[src/rtl/dram_ctrl_pkg.sv]
// Shared types and constants for the distributed-RAM write scheduler.
// A word is eight 2-bit lanes, matching the RAM32M16 DIA..DIH inputs.
package dram_ctrl_pkg;

  typedef enum logic [0:0] {ST_INIT, ST_RUN} state_t;

  localparam int RAM_ADDR_W = 5;
  localparam int DEPTH      = 2 ** RAM_ADDR_W;
  localparam int LANES      = 8;
  localparam int LANE_W     = 2;
  localparam int WORD_W     = LANES * LANE_W;

  function automatic logic [LANE_W-1:0] lane(input logic [WORD_W-1:0] word, input int n);
    return word[n*LANE_W +: LANE_W];
  endfunction

endpackage

[src/rtl/dram_wr_sched_rr_arbiter.sv]
// Combinational round-robin arbiter: grants the first requester at or above ptr,
// wrapping modulo N. No grant at all when en is low.
module rr_arbiter #(
  parameter int N  = 4,
  parameter int PW = $clog2(N)
) (
  input  logic [N-1:0]  req,
  input  logic [PW-1:0] ptr,
  input  logic          en,
  output logic [N-1:0]  gnt
);

  localparam int SW = PW + 1;

  logic          found;
  logic [SW-1:0] sum;
  logic [PW-1:0] idx;

  always_comb begin
    gnt   = '0;
    found = 1'b0;
    sum   = '0;
    idx   = '0;
    for (int k = 0; k < N; k++) begin
      sum = {1'b0, ptr} + SW'(k);
      if (sum >= SW'(N)) sum = sum - SW'(N);
      idx = sum[PW-1:0];
      if (en && !found && req[idx]) begin
        gnt[idx] = 1'b1;
        found    = 1'b1;
      end
    end
  end

endmodule

[src/rtl/dram_wr_sched.sv]
// Write-port scheduler for a RAM32M16-style RAM: initialisation sweep after reset
// or clear, then round-robin arbitration of NUM_REQ writers onto one write port.
module dram_wr_sched
  import dram_ctrl_pkg::*;
#(
  parameter int                NUM_REQ    = 4,
  parameter int                ADDR_W     = 5,
  parameter int                DATA_W     = 16,
  parameter logic [DATA_W-1:0] INIT_VALUE = 16'h0000
) (
  input  logic                      clk,
  input  logic                      rst,
  input  logic                      clear,
  input  logic [NUM_REQ-1:0]        req_valid,
  input  logic [NUM_REQ*ADDR_W-1:0] req_addr,
  input  logic [NUM_REQ*DATA_W-1:0] req_data,
  output logic [NUM_REQ-1:0]        req_ready,
  output logic                      ram_we,
  output logic [ADDR_W-1:0]         ram_waddr,
  output logic [DATA_W-1:0]         ram_wdata,
  output logic                      init_done,
  output logic                      busy
);

  localparam int PTR_W = $clog2(NUM_REQ);

  state_t              state_reg, state_next;
  logic [ADDR_W-1:0]   sweep_addr_reg;
  logic [PTR_W-1:0]    rr_ptr_reg, rr_ptr_next;
  logic                ram_we_reg;
  logic [ADDR_W-1:0]   ram_waddr_reg;
  logic [DATA_W-1:0]   ram_wdata_reg;

  logic [NUM_REQ-1:0]  gnt;
  logic [PTR_W-1:0]    gnt_idx;
  logic                transfer;
  logic                arb_en;

  logic [ADDR_W-1:0]   addr_arr [NUM_REQ];
  logic [DATA_W-1:0]   data_arr [NUM_REQ];

  genvar gi;
  for (gi = 0; gi < NUM_REQ; gi++) begin : g_unpack
    assign addr_arr[gi] = req_addr[gi*ADDR_W +: ADDR_W];
    assign data_arr[gi] = req_data[gi*DATA_W +: DATA_W];
  end

  // clear pre-empts every request in the cycle it is seen
  assign arb_en = (state_reg == ST_RUN) && !clear;

  rr_arbiter #(.N(NUM_REQ)) u_arb (
    .req (req_valid),
    .ptr (rr_ptr_reg),
    .en  (arb_en),
    .gnt (gnt)
  );

  always_comb begin
    gnt_idx = '0;
    for (int i = 0; i < NUM_REQ; i++) begin
      if (gnt[i]) gnt_idx = PTR_W'(i);
    end
    transfer    = |gnt;
    rr_ptr_next = (gnt_idx == PTR_W'(NUM_REQ - 1)) ? '0 : gnt_idx + PTR_W'(1);
  end

  always_ff @(posedge clk) begin
    if (rst) state_reg <= ST_INIT;
    else     state_reg <= state_next;
  end

  always_comb begin
    state_next = state_reg;
    case (state_reg)
      ST_INIT: if (&sweep_addr_reg) state_next = ST_RUN;
      ST_RUN:  if (clear)           state_next = ST_INIT;
      default:                      state_next = ST_INIT;
    endcase
  end

  always_comb begin
    req_ready = gnt;
    init_done = (state_reg == ST_RUN);
    busy      = (state_reg == ST_INIT) || ram_we_reg;
  end

  // Write-port registers; address/data hold when no beat is issued
  always_ff @(posedge clk) begin
    if (rst) begin
      sweep_addr_reg <= '0;
      rr_ptr_reg     <= '0;
      ram_we_reg     <= 1'b0;
      ram_waddr_reg  <= '0;
      ram_wdata_reg  <= '0;
    end else if (state_reg == ST_INIT) begin
      ram_we_reg     <= 1'b1;
      ram_waddr_reg  <= sweep_addr_reg;
      ram_wdata_reg  <= INIT_VALUE;
      sweep_addr_reg <= sweep_addr_reg + ADDR_W'(1);
    end else if (clear) begin
      ram_we_reg     <= 1'b0;
      sweep_addr_reg <= '0;
    end else if (transfer) begin
      ram_we_reg     <= 1'b1;
      ram_waddr_reg  <= addr_arr[gnt_idx];
      ram_wdata_reg  <= data_arr[gnt_idx];
      rr_ptr_reg     <= rr_ptr_next;
    end else begin
      ram_we_reg     <= 1'b0;
    end
  end

  assign ram_we    = ram_we_reg;
  assign ram_waddr = ram_waddr_reg;
  assign ram_wdata = ram_wdata_reg;

endmodule

[config.mk]
export PLATFORM = sky130hd
export DESIGN_NAME = dram_wr_sched
export DESIGN_NICKNAME = d
export VERILOG_FILES = /design/src/rtl/dram_ctrl_pkg.sv /design/src/rtl/dram_wr_sched_rr_arbiter.sv /design/src/rtl/dram_wr_sched.sv
export SDC_FILE = /design/constraint.sdc
export NUM_CORES = 1
export LEC_CHECK = 0
export BUFFER_PORTS_ARGS = -buffer_cell sky130_fd_sc_hd__buf_2
export CAP_MARGIN = 20
export CELL_PAD_IN_SITES_DETAIL_PLACEMENT = 0
export CELL_PAD_IN_SITES_GLOBAL_PLACEMENT = 1
export CORE_MARGIN = 2
export CORE_UTILIZATION = 28
export CTS_CLUSTER_DIAMETER = 200
export DETAILED_ROUTE_END_ITERATION = 8
export PLACE_DENSITY = 0.83
export SYNTH_ARGS = -nofsm -noshare
export SYNTH_HDL_FRONTEND = slang
export SYNTH_SLANG_ARGS = --single-unit
[constraint.sdc]
create_clock -name clk -period 3.6 [get_ports clk]
set_input_delay 1.08 -clock clk [delete_from_list [all_inputs] [get_ports clk]]
set_output_delay 1.08 -clock clk [all_outputs]
set_load 0.05 [all_outputs]
==> metrics.yaml, run 1 <==
status:
  status: "finished, violations left"
  violations: "negative setup slack"
clocking:
  ctsHoldBuffers: 0
  clk_root_buffer_cell: "clkbuf_8"
  clkTransAtPathRegs_ns: 0.07
  cts_tree: "built"
  cts.sink_count: 30
  clock_latency_ns: 0.29
  cts.path.max_buffers: 2
  htree_levels: 2
  cts-buffers-inserted: 5
yosys:
  synthTopCellsByArea: "dfxtp_1 28%, a221o_1 7.3%, nand2_1 6.9%"
  synthArstFlopShare_pct: 0
  synth_edf_count: 0
  synth_top_area_share_pct: 27.51
  yosysWarnings: 0
  ys_top_cells_by_count: "40 x nand2_1, 30 x dfxtp_1, 23 x nor2_1, 17 x a311oi_1, 16 x a221o_1"
  ys_types: 50
  synthCells: 255
  synth_area_um2: 2183
  syn_avg_cell_area_um2: 8.562
  synth_most_common_cell: "nand2_1"
  synth_top_area_cell: "dfxtp_1"
  seq_area_frac_synth_pct: 27.51
  synth-main-ff-cell: "dfxtp_1"
  ys_ff_latch: 30
  synth_nets: 356
sta:
  rsz0062_at_grt: "yes"
  post-route-period-util_pct: 100.6
  worst_slack_ns: -0.02051
  setup_viol: 1
  clock_skew_ns: 0.01169
  timing.hold.ws_ns: 0.4905
  finalMaxSlewViolations: 0
  worst_pin_slew_ns: 0.4519
  finalHoldViolCount: 0
  timing.fmax_ghz: 0.2762
  relSlewSlack_pct: 69.63
  period_minus_slack_ns: 3.621
pwr:
  power_frac_comb_pct: 15.3
  clockPowerShare_pct: 39.0
  peakVddDrop_v: 0.0001310
  switching_share_pct: 26.01
  power.net_switching_mw: 0.1945
  p_seq_share_pct: 45.7
  power_mw: 0.7478
  p_leak_nw: 1.510
  p_int_mw: 0.5533
  p_per_area_nw_per_um2: 229.6
global_route:
  grtUsageTotal_pct: 17.68
  grt_pass1_wl_mm: 12.09
  first_global_vias: 2471
  grt_max_degree: 44
  antenna_found_initial: 0
  gr-total-overflow: 0
setup_path:
  cp-start-kind: "input port"
  critPathCaptureType: "primary output"
  crit_fanout: 8
  crit_required_ns: 2.52
  arrival_ns: 2.54
  path_class: "in2out"
routing:
  vias: 2538
  ant_nets: 0
  route.detailed.drc: 0
  drtPass1Iterations: 4
  routed_wl_mm: 7.588
  routed_via_density: 5.117
  drt_iter0_drc: 61
  wl_per_cell_um: 15.30
floorplanning:
  die_w_um: 92.31
  initial_utilization_pct: 28.55
  core_area_um2: 7647
  die-area_um2: 8520
  ios: 119
  die_h_um: 92.31
  rows: 32
final_layout:
  drive_gt1_share_pct: 44.67
  n_antenna_cell: 0
  syn_to_final_growth_pct: 49.17
  postLayoutCellArea_um2: 3257
  layoutNonFillerInstCount: 496
  layout.nets: 494
  largest_reg_flops: 16
placement:
  place_ws_ns: -0.09893
  placed_cell_area_um2: 3079
  hpwl_mm: 5.432
  dp_cells: 485
  portBuffers: 118
  place_congestion: 0.9180
job:
  cap_violations: 0
hold_path:
  hold_class: "reg2reg"
-- per-layer routing --
layer / track usage [%] / vias to the layer above / share of wire (%)
met5: 0 / - / 0
met4: 3.607 / 0 / 0.45
met3: 3.580 / 5 / 5.4
met2: 30.90 / 85 / 49
met1: 22.55 / 1197 / 45
li1: - / 1251 / -
-- kinds of logic (layout without fill, tap and decap cells) --
| logic type | Yosys count | count (layout) | synth area share [%] |
|---|---|---|---|
| buffers and inverters | 22 | 161 | 4.699 |
| muxes | 5 | 5 | 4.011 |
| AOI/OAI and AO/OA | 88 | 88 | 34.44 |
| adders and majority gates | 10 | 10 | 5.731 |
| and+or+nand+nor | 100 | 100 | 23.61 |
| DFF | 30 | 30 | 27.51 |
-- cell type report --
type	count	area, µm²
fill	796	4390
clock inverter	2	12.51
inverter	6	25.02
tap	102	127.6
clock buffer	6	82.58
multi-input combinational	203	1513
timing repair buffer	147	895.9
sequential	30	600.6
-- power by group through the flow --
stage | Clock, mW | Combinational, mW | Sequential (mW)
after floorplan | 0 | 0.0371 | 0.357
after global placement | 0 | 0.108 | 0.349
after detailed placement | 0 | 0.109 | 0.349
after CTS | 0.307 | 0.114 | 0.342
after global routing | 0.317 | 0.125 | 0.342
final | 0.292 | 0.114 | 0.342
-- worst max-delay path: stages --
cell and delay, ns:
buf_8 0.10, mux4_2 0.54, a21o_1 0.22, a221oi_4 0.22
or2_4 0.19, inv_4 0.04, buf_12 0.14
-- worst paths after layout --
kind	from	to	slack (ns)	cells after the start
max	req_valid[3]	req_ready[1]	-0.02	7
min	ram_wdata[14]$_SDFFE_PP0P_	ram_wdata[14]$_SDFFE_PP0P_	0.49	1
max reg2reg	rr_ptr_reg[0]$_SDFFE_PP0P_	ram_wdata[6]$_SDFFE_PP0P_	0.37	12
min reg2reg	ram_wdata[14]$_SDFFE_PP0P_	ram_wdata[14]$_SDFFE_PP0P_	0.49	1
-- placed cells by master (no fill, tap or decap), drive strengths merged, types with 2 or more instances in the layout --
cell / netlist / layout
a22oi: 8 / 8
o31ai: 2 / 2
a22o: 2 / 2
nor2b: 6 / 6
inv: 6 / 6
a31oi: 2 / 2
o221ai: 4 / 4
and3: 3 / 3
ha: 10 / 10
clkbuf: 11 / 6
buf: 5 / 147
a21oi: 8 / 8
mux4: 3 / 3
nand3b: 2 / 2
o21a: 5 / 5
a311oi: 17 / 17
or3: 2 / 2
o21ai: 11 / 11
nor2: 24 / 24
o211ai: 4 / 4
nand2b: 12 / 12
nand4b: 4 / 4
a221o: 16 / 16
nand2: 40 / 40
a211oi: 3 / 3
mux2i: 2 / 2
dfxtp: 30 / 30
-- timing repair --
action,in CTS,in global routing
gates cloned,0,0
setup endpoints to repair,4,4
pin swaps,2,4
gates resized for setup,15,3
setup buffers,2,1
-- stage by stage --
stage | util [%] | TNS [ns]
after CTS | 42.34 | -0.006225
after detailed placement | 40.27 | -0.7224
after global placement | 40.27 | -0.1082
after floorplan | - | -0.07986
after global routing | 42.59 | -0.1990
final | 42.59 | -0.02051
Power figures use the tool's default switching activity.
==> run 2, diff against run 1 <==
==> constraint.sdc (replaced) <==
create_clock -name clk -period 3.6 [get_ports clk]
set_input_delay 0 -clock clk [delete_from_list [all_inputs] [get_ports clk]]
set_output_delay 0 -clock clk [all_outputs]
set_load 0.05 [all_outputs]
==> metrics.yaml, run 2 (synthesized netlist as in run 1, its figures left out) <==
status:
  status: "complete, no violations"
final_layout:
  regArea_um2: 600.6  # unchanged
  largest_reg_flops: 16  # unchanged
  drive_gt1_share_pct: 38.97  # -5.7 points
  layout_common_cells: "118 x buf_2, 40 x nand2_1, 30 x dfxtp_1"
  layout.nets: 490  # -0.81%
  n_antenna_cell: 0  # unchanged
  post-route-util_pct: 41.07  # -1.5 points
  fillCellCount: 788  # -1.0%
  syn_to_final_growth_pct: 43.84
  postLayoutCellArea_um2: 3141  # -3.6%
  multi_input_area_um2: 1480  # -2.2%
  final_common_cell: "buf_2"
routing:
  routed_wl_mm: 7.451  # -1.8%
  drt_iter0_drc: 88  # +44%
  route.detailed.drc: 0  # unchanged
  wl_per_cell_um: 15.14  # -1.0%
  ant_nets: 0  # unchanged
  drtPass1Iterations: 4  # unchanged
  vias: 2556  # +0.71%
  routed_via_density: 5.195  # +1.5%
job:
  cap_violations: 0  # unchanged
setup_path:
  crit_required_ns: 3.82  # +1.30 ns
  path_class: "reg2reg"
  reg2reg_depth: 10  # -2
  cp_common_cell: "inv_2"
  critPathSlowestCell: "or4_4"
  crit_fanout: 16  # +8
  timing.rr.end: "ram_wdata[12]$_SDFFE_PP0P_"
  cp-start-kind: "flip-flop"
  critPathCaptureType: "flip-flop"
  r2r_setup_slack_ns: 0.30  # -0.07 ns
  critPathMaxStageDelay_ns: 0.56  # +0.02 ns
  path_cells: "inv_2 -> ha_1 -> mux4_2 -> nor2b_4 -> a31o_1 -> a21oi_4 -> inv_2 -> or4_4 -> nor2_8 -> a221o_1"
  arrival_ns: 3.51  # +0.97 ns
  r2r-start: "rr_ptr_reg[1]$_SDFFE_PP0P_"
floorplanning:
  rows: 32  # unchanged
  die_h_um: 92.31  # unchanged
  ios: 119  # unchanged
  die_w_um: 92.31  # unchanged
  die-area_um2: 8520  # unchanged
  core_area_um2: 7647  # unchanged
  initial_utilization_pct: 28.55  # unchanged
global_route:
  antenna_found_initial: 0  # unchanged
  grt_pass1_wl_mm: 11.80  # -2.4%
  grt_max_degree: 44  # unchanged
  grtUsageTotal_pct: 17.12  # -0.56 points
  first_global_vias: 2512  # +1.7%
  gr-total-overflow: 0  # unchanged
clocking:
  cts_setup_buffers: 0  # -2
  clock_latency_ns: 0.28  # about the same
  clk_root_buffer_cell: "clkbuf_8"
  post_cts_resized: 0  # -15
  cts-buffers-inserted: 5  # unchanged
  cts.sink_count: 30  # unchanged
  htree_levels: 2  # unchanged
  cts.path.max_buffers: 2  # unchanged
  clkTransAtPathRegs_ns: 0.08  # about the same
  cts_tree: "built"
sta:
  period_minus_slack_ns: 3.295  # -0.3251 ns
  finalMaxSlewViolations: 0  # unchanged
  timing.hold.ws_ns: 0.03283  # -0.4577 ns
  finalHoldViolCount: 0  # unchanged
  post-route-period-util_pct: 91.54  # -9.0 points
  setup_viol: 0  # -1
  worst_pin_slew_ns: 0.7682  # +0.3164 ns
  rsz0062_at_grt: "no"
  worst_slack_ns: 0.3046  # +0.3251 ns
  relSlewSlack_pct: 48.79  # -21 points
  timing.fmax_ghz: 0.3035  # +9.9%
  clock_skew_ns: 0.01181  # +0.0001173 ns
  fin_tns_setup_ns: 0  # +0.02051 ns
placement:
  place_ws_ns: 0.3226  # +0.4215 ns
  portBuffers: 118  # unchanged
  hpwl_mm: 5.394  # -0.70%
  placed_cell_area_um2: 2889  # -6.2%
  place_congestion: 0.8604  # -6.3%
pwr:
  p_leak_nw: 1.449  # -4.0%
  peakVddDrop_v: 0.0001147  # -12%
  p_per_area_nw_per_um2: 239.9  # +4.5%
hold_path:
  hold_class: "in2reg"
  holdPathEnd: "sweep_addr_reg[1]$_SDFFE_PP0P_"
  hp-start: "clear"
  worstHoldPathCells: 3  # +2
## run 2: changes by cell type in the layout (fill, tap and decap cells not counted), sizes merged
cell,change
buf,-20
clkbuf,+1
dlygate4sd3,+16
clkinvlp,-1
## run 2: area by class of cell
type / instances / area share (%)
multi-input combinational: 203 / 47.13
timing repair buffer: 143 / 26.06
sequential: 30 / 19.12
tap: 102 / 4.064
clock buffer: 7 / 2.749
inverter: 6 / 0.7171
clock inverter: 1 / 0.1594
## run 2: worst max path at each step
stage | slack (ns) | startpoint | end | cells past startpoint
after floorplan | 0.13 | rr_ptr_reg[0]$_SDFFE_PP0P_ | ram_wdata[1]$_SDFFE_PP0P_ | 10
after global placement | 0.41 | rr_ptr_reg[1]$_SDFFE_PP0P_ | ram_wdata[11]$_SDFFE_PP0P_ | 10
after detailed placement | 0.32 | rr_ptr_reg[1]$_SDFFE_PP0P_ | ram_wdata[12]$_SDFFE_PP0P_ | 10
after CTS | 0.29 | rr_ptr_reg[1]$_SDFFE_PP0P_ | ram_wdata[12]$_SDFFE_PP0P_ | 10
after global routing | 0.14 | rr_ptr_reg[1]$_SDFFE_PP0P_ | ram_wdata[1]$_SDFFE_PP0P_ | 10
final | 0.30 | rr_ptr_reg[1]$_SDFFE_PP0P_ | ram_wdata[12]$_SDFFE_PP0P_ | 10
## run 2: metal layers
metal	vias to the layer above	track usage, %	part of all wire, %
met5	-	0	0
met4	0	3.607	0.95
met3	6	3.336	7.4
met2	115	31.51	49
met1	1188	20.53	43
li1	1247	-	-
## run 2: repair_timing
item / 4_1_cts / 5_1_grt
hold endpoints to repair: 16 / 0
setup endpoints to repair: 0 / 0
hold buffers: 16 / 0
## run 2: stage by stage
step                      cells  total power, mW
after detailed placement    468           0.4560
after global routing        492           0.7911
after global placement      468           0.4551
after CTS                   492           0.7705
after floorplan             255           0.3925
final                       492           0.7535
## run 2: report_power, final
part	total (mW)	switching [mW]	leakage, nW	internal, mW
sequential	0.342	0.00485	0.243	0.337
combinational	0.119	0.0524	1.16	0.0670
clock	0.292	0.138	0.0482	0.154
## run 2: critical path, delay by kind of cell, from the launching register on
kind	cells	cell delay (ns)
multiplexers	1	0.40
flip-flops	1	0.48
AO/OA/AOI/OAI	3	0.70
buffers and inverters	2	0.28
adder cells (fa/ha/maj)	1	0.36
AND/OR/NAND/NOR	3	1.00
==> run 3, diff against run 2 <==
Settings changed: SYNTH_HIERARCHICAL from default to 1.
==> metrics.yaml, run 3 <==
yosys:
  synth-main-ff-cell: "dfxtp_1"
  seq_area_frac_synth_pct: 28.00  # +0.50 points
  synthArstFlopShare_pct: 0  # unchanged
  synth_top_area_cell: "dfxtp_1"
  syn_avg_cell_area_um2: 8.510  # -0.61%
  synth_edf_count: 0  # unchanged
  synthCells: 252  # -1.2%
  synth_top_area_share_pct: 28.00  # +0.50 points
  synth_most_common_cell: "dfxtp_1"
  synthTopCellsByArea: "dfxtp_1 28%, mux2i_1 8.9%, nand2b_1 5.5%"
  yosysWarnings: 6  # +6
  ys_types: 39  # -22%
  synth_nets: 352  # -1.1%
  ys_ff_latch: 30  # unchanged
  synth_area_um2: 2145  # -1.8%
  ys_top_cells_by_count: "30 x dfxtp_1, 26 x nand2_1, 21 x o21ai_1, 19 x mux2i_1, 19 x nand2b_1"
placement:
  dp_cells: 459  # -1.9%
  place_ws_ns: 0.4507  # +0.1281 ns
  portBuffers: 118  # unchanged
  place_congestion: 0.8093  # -5.9%
  placed_cell_area_um2: 2844  # -1.6%
  hpwl_mm: 5.067  # -6.1%
pwr:
  p_leak_nw: 1.297  # -11%
  power_mw: 0.7833  # +4.0%
  peakVddDrop_v: 0.0001250  # +8.9%
  p_per_area_nw_per_um2: 262.6  # +9.4%
final_layout:
  fillCellCount: 767  # -2.7%
  syn_to_final_growth_pct: 39.09
  multi_input_area_um2: 1431  # -3.3%
  largest_reg_flops: 16  # unchanged
  layout.nets: 470  # -4.1%
  layoutNonFillerInstCount: 470  # -4.5%
  regArea_um2: 600.6  # unchanged
  post-route-util_pct: 40.69  # -0.38 points
  drive_gt1_share_pct: 40.43  # +1.5 points
  layout_common_cells: "118 x buf_2, 30 x dfxtp_1, 26 x nand2_1"
  final_common_cell: "buf_2"
  postLayoutCellArea_um2: 2983  # -5.0%
  n_antenna_cell: 0  # unchanged
global_route:
  grtUsageTotal_pct: 15.43  # -1.7 points
  grt_max_degree: 24  # -45%
  grt_pass1_wl_mm: 10.55  # -11%
  first_global_vias: 2280  # -9.2%
  gr-total-overflow: 0  # unchanged
  antenna_found_initial: 0  # unchanged
clocking:
  ctsHoldBuffers: 3  # -13
  clock_latency_ns: 0.28  # about the same
  cts-buffers-inserted: 5  # unchanged
  clkTransAtPathRegs_ns: 0.07  # about the same
  cts.path.max_buffers: 2  # unchanged
  post_cts_resized: 0  # unchanged
  htree_levels: 2  # unchanged
  cts.sink_count: 30  # unchanged
  clk_root_buffer_cell: "clkbuf_8"
  cts_setup_buffers: 0  # unchanged
  cts_tree: "built"
sta:
  clock_skew_ns: 0.009116  # -0.002694 ns
  period_minus_slack_ns: 3.191  # -0.1047 ns
  worst_slack_ns: 0.4093  # +0.1047 ns
  timing.hold.ws_ns: 0.01036  # -0.02247 ns
  timing.fmax_ghz: 0.3134  # +3.3%
  setup_viol: 0  # unchanged
  worst_pin_slew_ns: 0.9464  # +0.1782 ns
  finalHoldViolCount: 0  # unchanged
  finalMaxSlewViolations: 0  # unchanged
  relSlewSlack_pct: 36.62  # -12 points
  post-route-period-util_pct: 88.63  # -2.9 points
  rsz0062_at_grt: "no"
  fin_tns_setup_ns: 0  # unchanged
status:
  status: "complete, no violations"
routing:
  routed_via_density: 4.955  # -4.6%
  routed_wl_mm: 6.494  # -13%
  drt_iter0_drc: 87  # -1.1%
  drtPass1Iterations: 4  # unchanged
  vias: 2329  # -8.9%
  ant_nets: 0  # unchanged
  route.detailed.drc: 0  # unchanged
  wl_per_cell_um: 13.82  # -8.8%
floorplanning:
  ios: 119  # unchanged
  die_h_um: 91.52  # -0.86%
  initial_utilization_pct: 29.25  # +0.70 points
  die-area_um2: 8375  # -1.7%
  rows: 31  # -3.1%
  die_w_um: 91.52  # -0.86%
  core_area_um2: 7331  # -4.1%
setup_path:
  path_class: "reg2reg"
  path_cells: "inv_1 -> ha_1 -> mux2i_1 -> o22ai_2 -> a22oi_1 -> o221ai_4 -> nor4_4 -> or2_4 -> a32oi_1 -> o21ai_1"
  crit_fanout: 22  # +6
  crit_required_ns: 3.82  # about the same
  critPathSlowestCell: "dfxtp_1"
  cp-start-kind: "flip-flop"
  critPathCaptureType: "flip-flop"
  arrival_ns: 3.41  # -0.10 ns
  critPathMaxStageDelay_ns: 0.52  # -0.04 ns
job:
  cap_violations: 0  # unchanged
hold_path:
  hold_class: "in2reg"
run 3: cells by family after synthesis:
logic type	synth area share, %
multiplexers	14.82
adder cells (fa/ha/maj)	5.251
AO/OA/AOI/OAI	22.99
buffers and inverters	7.117
AND/OR/NAND/NOR	21.82
flip-flops	28.00
run 3: layout make-up:
type                            instances  area share, %
Clock buffer                            5          2.307
Clock inverter                          3          1.342
Inverter                               10          1.258
Multi-Input combinational cell        194          47.99
Sequential cell                        30          20.13
Tap cell                               99          4.153
Timing Repair Buffer                  129          22.82
run 3: power by group:
group / internal (mW) / switching, mW
Clock: 0.204 / 0.131
Sequential: 0.337 / 0.00562
Combinational: 0.0618 / 0.0439
run 3: per-layer routing:
| layer | vias to the layer above | GRT usage (%) | wire (µm) |
|---|---|---|---|
| met3 | 7 | 4.315 | 449 |
| met2 | 82 | 26.78 | 3175 |
| met1 | 1063 | 18.62 | 2799 |
| li1 | 1177 | - | - |
| met4 | 0 | 4.040 | 70 |
| met5 | - | 0 | 0 |
run 3: path summary, 6_finish.rpt:
kind	start	end	slack [ns]	cells after the start
min	req_addr[18]	ram_waddr[3]$_SDFFE_PP0P_	0.01	3
min reg2reg	ram_wdata[4]$_SDFFE_PP0P_	ram_wdata[4]$_SDFFE_PP0P_	0.46	2
max reg2reg	rr_ptr_reg[0]$_SDFFE_PP0P_	ram_waddr[1]$_SDFFE_PP0P_	0.41	10
max	rr_ptr_reg[0]$_SDFFE_PP0P_	ram_waddr[1]$_SDFFE_PP0P_	0.41	10
run 3: worst max-delay path: cells and delay by family (launching register included):
family,cells,cell delay (ns)
fa+ha+maj,1,0.38
mux,1,0.25
flops,1,0.52
simple gates,2,0.76
compound gates,5,1.05
buf+inv,1,0.16
